File: config.mk
export PLATFORM = sky130hd
export DESIGN_NAME = apb_dac_control
export DESIGN_NICKNAME = d
export VERILOG_FILES = /design/src/rtl/apb_dac_control.sv
export SDC_FILE = /design/constraint.sdc
export NUM_CORES = 1
export LEC_CHECK = 0
export BUFFER_PORTS_ARGS = -buffer_cell sky130_fd_sc_hd__buf_2
export CAP_MARGIN = 20
export CORE_AREA = 3 3 132 134
export CTS_CLUSTER_DIAMETER = 50
export DETAILED_ROUTE_END_ITERATION = 12
export DIE_AREA = 0 0 135 137
export PLACE_DENSITY = 0.82
export SLEW_MARGIN = 5
export SYNTH_ARGS = -nofsm -noshare
export SYNTH_HDL_FRONTEND = slang
export SYNTH_SLANG_ARGS = --single-unit
export TNS_END_PERCENT = 50
File: constraint.sdc
create_clock -name pclk -period 6.7 [get_ports pclk]
set_clock_uncertainty 0.05 [all_clocks]
set_input_delay 0.335 -clock pclk [delete_from_list [all_inputs] [get_ports pclk]]
set_output_delay 0.335 -clock pclk [all_outputs]
set_load 0.005 [all_outputs]
File: src/rtl/apb_dac_control.sv
// APB slave streaming CPU-written samples to the DAC through a TX FIFO with a pacing counter.
// Optional FIFO replay (loop) mode is built only when DAC_LOOP_EN is defined.
module apb_dac_control #(
  parameter int APB_ADDR_WIDTH = 12,
  parameter int DATA_WIDTH     = 10,
  parameter int FIFO_DEPTH     = 16
) (
  input  logic                      pclk,
  input  logic                      prst_n,
  input  logic [APB_ADDR_WIDTH-1:0] paddr,
  input  logic [31:0]               pwdata,
  input  logic                      pwrite,
  input  logic                      psel,
  input  logic                      penable,
  output logic [31:0]               prdata,
  output logic                      pready,
  output logic [DATA_WIDTH-1:0]     dac_data,
  output logic                      dac_load,
  output logic                      dac_pd,
  output logic                      dac_low_interrupt,
  output logic                      dac_empty_interrupt
);
  localparam int AW = $clog2(FIFO_DEPTH);
  localparam int CW = AW + 1;
  localparam logic [APB_ADDR_WIDTH-1:0] A_CFG   = APB_ADDR_WIDTH'(8'h00);
  localparam logic [APB_ADDR_WIDTH-1:0] A_DIV   = APB_ADDR_WIDTH'(8'h04);
  localparam logic [APB_ADDR_WIDTH-1:0] A_THR   = APB_ADDR_WIDTH'(8'h08);
  localparam logic [APB_ADDR_WIDTH-1:0] A_CTL   = APB_ADDR_WIDTH'(8'h0C);
  localparam logic [APB_ADDR_WIDTH-1:0] A_DATA  = APB_ADDR_WIDTH'(8'h10);
  localparam logic [APB_ADDR_WIDTH-1:0] A_STATE = APB_ADDR_WIDTH'(8'h14);

  typedef enum logic {IDLE, RUN} state_e;

  state_e                state_q, state_d;
  logic                  pd_q, pd_d;
  logic [15:0]           div_q, div_d, thr_q, thr_d, pace_q, pace_d;
  logic [CW-1:0]         count_q, count_d;
  logic [AW-1:0]         rptr_q, rptr_d, wptr_q, wptr_d;
  logic                  over_q, over_d, under_q, under_d;
  logic [DATA_WIDTH-1:0] data_q, data_d;
  logic                  load_q, load_d;
  logic [DATA_WIDTH-1:0] mem_q [FIFO_DEPTH];

  logic wr, wr_cfg, wr_div, wr_thr, wr_ctl, wr_data, wr_state;
  logic running, empty, full, pace_zero, flush;
  logic pop, wb, push_acc, push_rej, wen, loop_act, loop_rd;
  logic [DATA_WIDTH-1:0] head, wdata;
  logic unused_pwdata;

  assign wr       = psel & pwrite & penable;
  assign wr_cfg   = wr && (paddr == A_CFG);
  assign wr_div   = wr && (paddr == A_DIV);
  assign wr_thr   = wr && (paddr == A_THR);
  assign wr_ctl   = wr && (paddr == A_CTL);
  assign wr_data  = wr && (paddr == A_DATA);
  assign wr_state = wr && (paddr == A_STATE);
  assign unused_pwdata = ^pwdata[31:16];

  assign running   = (state_q == RUN);
  assign empty     = (count_q == '0);
  assign full      = (count_q == CW'(FIFO_DEPTH));
  assign pace_zero = (pace_q == '0);
  assign flush     = wr_ctl & pwdata[1];
  assign head      = mem_q[rptr_q];

`ifdef DAC_LOOP_EN
  logic loop_q;
  always_ff @(posedge pclk or negedge prst_n) begin
    if (!prst_n)     loop_q <= 1'b0;
    else if (wr_cfg) loop_q <= pwdata[0];
  end
  assign loop_act = running & loop_q;
  assign loop_rd  = loop_q;
`else
  assign loop_act = 1'b0;
  assign loop_rd  = 1'b0;
`endif

  // Flush wins over everything; a full FIFO still accepts a push when a pop frees a slot.
  assign pop      = running & pace_zero & ~empty & ~flush;
  assign wb       = pop & loop_act;
  assign push_acc = wr_data & ~flush & ~loop_act & (~full | pop);
  assign push_rej = wr_data & ~flush & (loop_act | (full & ~pop));
  assign wen      = push_acc | wb;
  assign wdata    = wb ? head : pwdata[DATA_WIDTH-1:0];

  always_comb begin
    state_d = state_q;
    if (wr_ctl) state_d = pwdata[0] ? RUN : IDLE;
  end

  always_comb begin
    pd_d    = pd_q;
    div_d   = div_q;
    thr_d   = thr_q;
    over_d  = over_q;
    under_d = under_q;
    data_d  = data_q;
    load_d  = pop;
    pace_d  = '0;
    count_d = count_q + CW'(push_acc) - CW'(pop & ~wb);
    rptr_d  = rptr_q + AW'(pop);
    wptr_d  = wptr_q + AW'(wen);
    if (wr_cfg) pd_d  = pwdata[1];
    if (wr_div) div_d = pwdata[15:0];
    if (wr_thr) thr_d = pwdata[15:0];
    if (wr_state && pwdata[2]) over_d  = 1'b0;
    if (wr_state && pwdata[3]) under_d = 1'b0;
    if (push_rej) over_d = 1'b1;
    if (running) begin
      pace_d = pace_zero ? div_q : pace_q - 16'd1;
      if (pace_zero && empty) under_d = 1'b1;
    end
    if (pop) data_d = head;
    if (flush) begin
      count_d = '0;
      rptr_d  = '0;
      wptr_d  = '0;
    end
  end

  always_ff @(posedge pclk or negedge prst_n) begin
    if (!prst_n) begin
      state_q <= IDLE;
      pd_q    <= 1'b1;
      div_q   <= '0;
      thr_q   <= 16'(FIFO_DEPTH / 2);
      pace_q  <= '0;
      count_q <= '0;
      rptr_q  <= '0;
      wptr_q  <= '0;
      over_q  <= 1'b0;
      under_q <= 1'b0;
      data_q  <= '0;
      load_q  <= 1'b0;
    end else begin
      state_q <= state_d;
      pd_q    <= pd_d;
      div_q   <= div_d;
      thr_q   <= thr_d;
      pace_q  <= pace_d;
      count_q <= count_d;
      rptr_q  <= rptr_d;
      wptr_q  <= wptr_d;
      over_q  <= over_d;
      under_q <= under_d;
      data_q  <= data_d;
      load_q  <= load_d;
    end
  end

  // Storage needs no reset: pointers and count define what is valid.
  always_ff @(posedge pclk) begin
    if (wen) mem_q[wptr_q] <= wdata;
  end

  always_comb begin
    prdata = '0;
    case (paddr)
      A_CFG:   prdata = {30'b0, pd_q, loop_rd};
      A_DIV:   prdata = {16'b0, div_q};
      A_THR:   prdata = {16'b0, thr_q};
      A_CTL:   prdata = {31'b0, running};
      A_DATA:  prdata = 32'(data_q);
      A_STATE: prdata = {16'(count_q), 12'b0, under_q, over_q, empty, full};
      default: prdata = '0;
    endcase
  end

  assign pready              = 1'b1;
  assign dac_data            = data_q;
  assign dac_load            = load_q;
  assign dac_pd              = pd_q;
  assign dac_low_interrupt   = running & (16'(count_q) <= thr_q);
  assign dac_empty_interrupt = under_q;
endmodule

==> summary.txt <==
GRT
  – Initial antenna violation count: 1
  – Pin count of the biggest net entering global routing: 77
  – GRT Total Usage: 26.0%
  – Wire length of the first global-routing pass: 36500 um
  – Number of global-route vias before repair: 6369
  – Overflow left after global routing: 0

Logic synthesis
  – Number of enable-type register cells in the synthesized netlist: 160
  – Gate count of the mapped netlist: 668
  – Share of synthesized area occupied by flip-flops and latches: 64.7%
  – Distinct cells, synth: 62
  – Flop and latch count out of synthesis: 236
  – Synthesis warning total: 0
  – Most common cell in the synthesized netlist: edfxtp_1
  – Area of the mapped netlist: 10400 um2
  – Portion of synthesized cell area occupied by the leading cell type: 46.4%
  – Post-synth ARST share: 32.2%
  – Cell taking the most area after synthesis: edfxtp_1
  – Commonest cells in the synthesized netlist: 160 x edfxtp_1, 74 x dfrtp_1, 41 x mux4_2
  – Area contributors post-synth: edfxtp_1 46%, dfrtp_1 18%, mux4_2 8.9%
  – Most frequently used flop master after synthesis: edfxtp_1
  – Syn Area/Cell: 15.5 um2

Clock network
  – Clock transition at the registers of the reported paths: 0.06 ns
  – Hold-fix buffers at CTS: 1
  – Source-to-sink clock delay at the later pin of the worst-skew pair: 0.52 ns
  – Clk sink count: 236
  – Clock tree from TritonCTS: done
  – Master cell of the clock root buffer: clkbuf_16
  – Maximum clock insertion buffer count: 3
  – CTS H-tree lvls: 1
  – Gates resized, CTS repair: 0
  – Count of buffers added by post-CTS timing repair for setup: 0
  – Total clock buffers created by CTS: 24

Timing
  – Clock period minus worst slack: 4.44 ns
  – Post-Route Setup TNS: 0 ns
  – RSZ-0062 raised after global routing: no
  – Pin slew with the least headroom to its limit: 1.07 ns
  – Setup Viol. Count Final: 0
  – Hold violation count in the final report: 0
  – Highest attainable clock frequency: 225 MHz
  – Tightest hold margin: 0.0217 ns
  – Period utilization: 66.3%
  – Final slew viol count: 0
  – Relative max-transition margin: 28.7%

Cells and area
  – Inserted Diodes: 0
  – Area of combinational cells with multiple inputs: 3410 um2
  – FF+latch area: 6710 um2
  – Fill cell total of the finished layout: 1015
  – Share of cells above drive strength 1: 28.3%
  – # nets final: 812
  – Synth-to-layout area growth: 13.4%

Power and ir drop
  – Worst-case vdd ir drop: 266 uV
  – Power per cell area: 335 nW/um2
  – Int Pwr: 2.84 mW
  – Sequential share of power: 46.9%
  – Fraction of power spent switching nets: 27.9%
  – Combinational group share of total power: 19.8%
  – Net load switching power: 1.10 mW
  – Clk pwr share: 33.3%
  – Static leakage power: 4.53 nW
  – Power after layout: 3.94 mW

Routing
  – Met3 WL post-DR: 1810 um
  – Remaining design rule violation count: 0
  – Initial detailed-routing violation count: 486
  – Top Metal Used: met5
  – Vias: 6296
  – Via count normalized by instance count: 6.40
  – Routed wire length on met2: 12000 um
  – DRT antenna net count: 0
  – First-pass iteration count of the detailed router: 5
  – Final routed wire length divided by cell count: 23.6 um
  – Wire length after detailed routing: 23200 um
  – Met1 layer wirelength in the final routing: 8710 um

Placed design
  – HPWL after detailed placement: 15100 um
  – Port-buffer cells: 67
  – GP Congestion: 0.847

Critical path
  – Type of origin of the critical path: flop
  – Highest net fanout along the worst path: 18
  – Crit. End Element: flop
  – Kind of critical path: reg -> reg
  – Arrival time at the worst endpoint: 4.83 ns
  – Worst Path Required: 7.10 ns

Die
  – Die boundary height: 137 um
  – Std cell rows: 47
  – Die outline area: 18500 um2
  – Horizontal extent of the die: 135 um
  – Effective utilization at floorplan: 63.2%
  – Boundary pin count: 96
  – Core Footprint: 16400 um2

Worst hold path
  – Type of the tightest min-delay check: in -> reg

Job
  – Max_cap viols: 0

Status
  – Outcome: finished, final reports clean
## layout by cell type (no fill, tap or decap), types with 3 or more instances in the layout
master,netlist,routed
nor3_1,14,14
buf_4,12,21
dfrtp_1,74,73
edfxtp_1,160,160
nand3_1,7,7
nor2_1,31,31
mux4_2,41,41
a22o_1,18,18
o21ai_1,10,10
ha_1,17,17
a211oi_1,6,6
clkbuf_16,0,25
nand4_1,10,10
conb_1,2,12
or3_1,5,5
mux2_1,4,4
mux2_2,25,25
and3_1,8,8
nor4_1,10,3
xnor2_1,10,10
mux2i_1,3,3
nor2b_1,14,14
xor2_1,7,7
and2_1,6,6
inv_1,18,18
or4_4,3,3
or4_1,3,3
buf_2,6,66
a221oi_1,11,11
o21ai_0,28,28
nor4_2,4,11
clkinv_1,0,3
nand2_1,22,22
a221o_1,7,7
a21o_1,3,3
a22oi_1,3,3
clkinv_2,0,5
a21oi_1,12,12
clkbuf_1,21,3
clkbuf_8,0,4
## per-stage QoR
step / area [um2] / utilization, % / cells / worst slack (ns)
after floorplan: 10400 / - / 678 / 2.88
after global placement: 10900 / 66.7 / 936 / 2.33
after detailed placement: 11000 / 66.8 / 938 / 2.22
after CTS: 11800 / 71.6 / 983 / 2.30
after global routing: 11800 / 71.6 / 983 / 2.03
final: 11800 / 71.6 / 983 / 2.26
## worst max-delay path, cell delays in order, from the launching register on
cell and delay (ns):
dfrtp_1 0.39, inv_1 0.10, ha_1 0.15, or3b_1 0.36, nor3_1 0.44, nand3_2 0.21
o31a_1 0.55, or3_1 0.45, ha_1 0.28, inv_1 0.04, ha_1 0.19, fa_1 0.41
a21oi_1 0.16, nor2_1 0.07, or3_1 0.34, a21oi_1 0.17
## routing by layer
metal	track usage, %	vias to the layer above
met5	0	-
met1	33.4	3174
met3	4.96	63
li1	-	2741
met2	45.4	316
met4	8.17	2
## worst paths after layout
| kind | start | to | slack (ns) | depth (start not counted) |
|---|---|---|---|---|
| worst min-delay path | pwdata[13] | thr_q[13] | 0.02 | 2 |
| worst max register to register | pace_q[0] | count_q[4] | 2.26 | 15 |
| worst max-delay path | pace_q[0] | count_q[4] | 2.26 | 15 |
| min in group asynchronous | prst_n | pace_q[15] | 0.46 | 2 |
| max in group asynchronous | prst_n | rptr_q[0] | 5.44 | 2 |
| worst min register to register | pace_q[0] | pace_q[0] | 0.42 | 1 |
## logic make-up (layout without fill, tap and decap cells)
group | Yosys count | count (layout) | synth area share, %
flip-flops | 236 | 236 | 64.7
AND/OR/NAND/NOR | 153 | 153 | 9.14
AO/OA/AOI/OAI | 104 | 104 | 6.89
multiplexers | 73 | 73 | 12.4
buffers and inverters | 65 | 150 | 3.12
adder cells (fa/ha/maj) | 18 | 18 | 2.25
XOR/XNOR | 17 | 17 | 1.44
other | 2 | 12 | 0.0725
## flip-flops by register name, summed over array words and instances, names as in the netlist
| signal | flops |
|---|---|
| dac_load | 1 |
| thr_q | 16 |
| wptr_q | 4 |
| div_q | 16 |
| running | 1 |
| mem_q | 160 |
| pace_q | 16 |
| dac_data | 10 |
| dac_pd | 1 |
| rptr_q | 4 |
| dac_empty_interrupt | 1 |
| over_q | 1 |
| count_q | 5 |
## power by group through the flow
stage | Clock (mW) | Combinational (mW) | Sequential, mW
global route | 1.38 | 0.850 | 1.86
finish | 1.31 | 0.779 | 1.85
global placement | 0 | 0.733 | 1.86
CTS | 1.33 | 0.781 | 1.85
detailed placement | 0 | 0.761 | 1.87
floorplan | 0 | 0.608 | 1.78
## area by class of cell
cell class                      count  area share, %
Timing Repair Buffer               88           4.24
Clock buffer                       32           5.89
Clock inverter                     12          0.841
Multi-Input combinational cell    377           29.0
Sequential cell                   236           57.1
Tap cell                          220           2.34
Inverter                           18          0.575
Note: power is estimated with default switching activity, not from simulation.
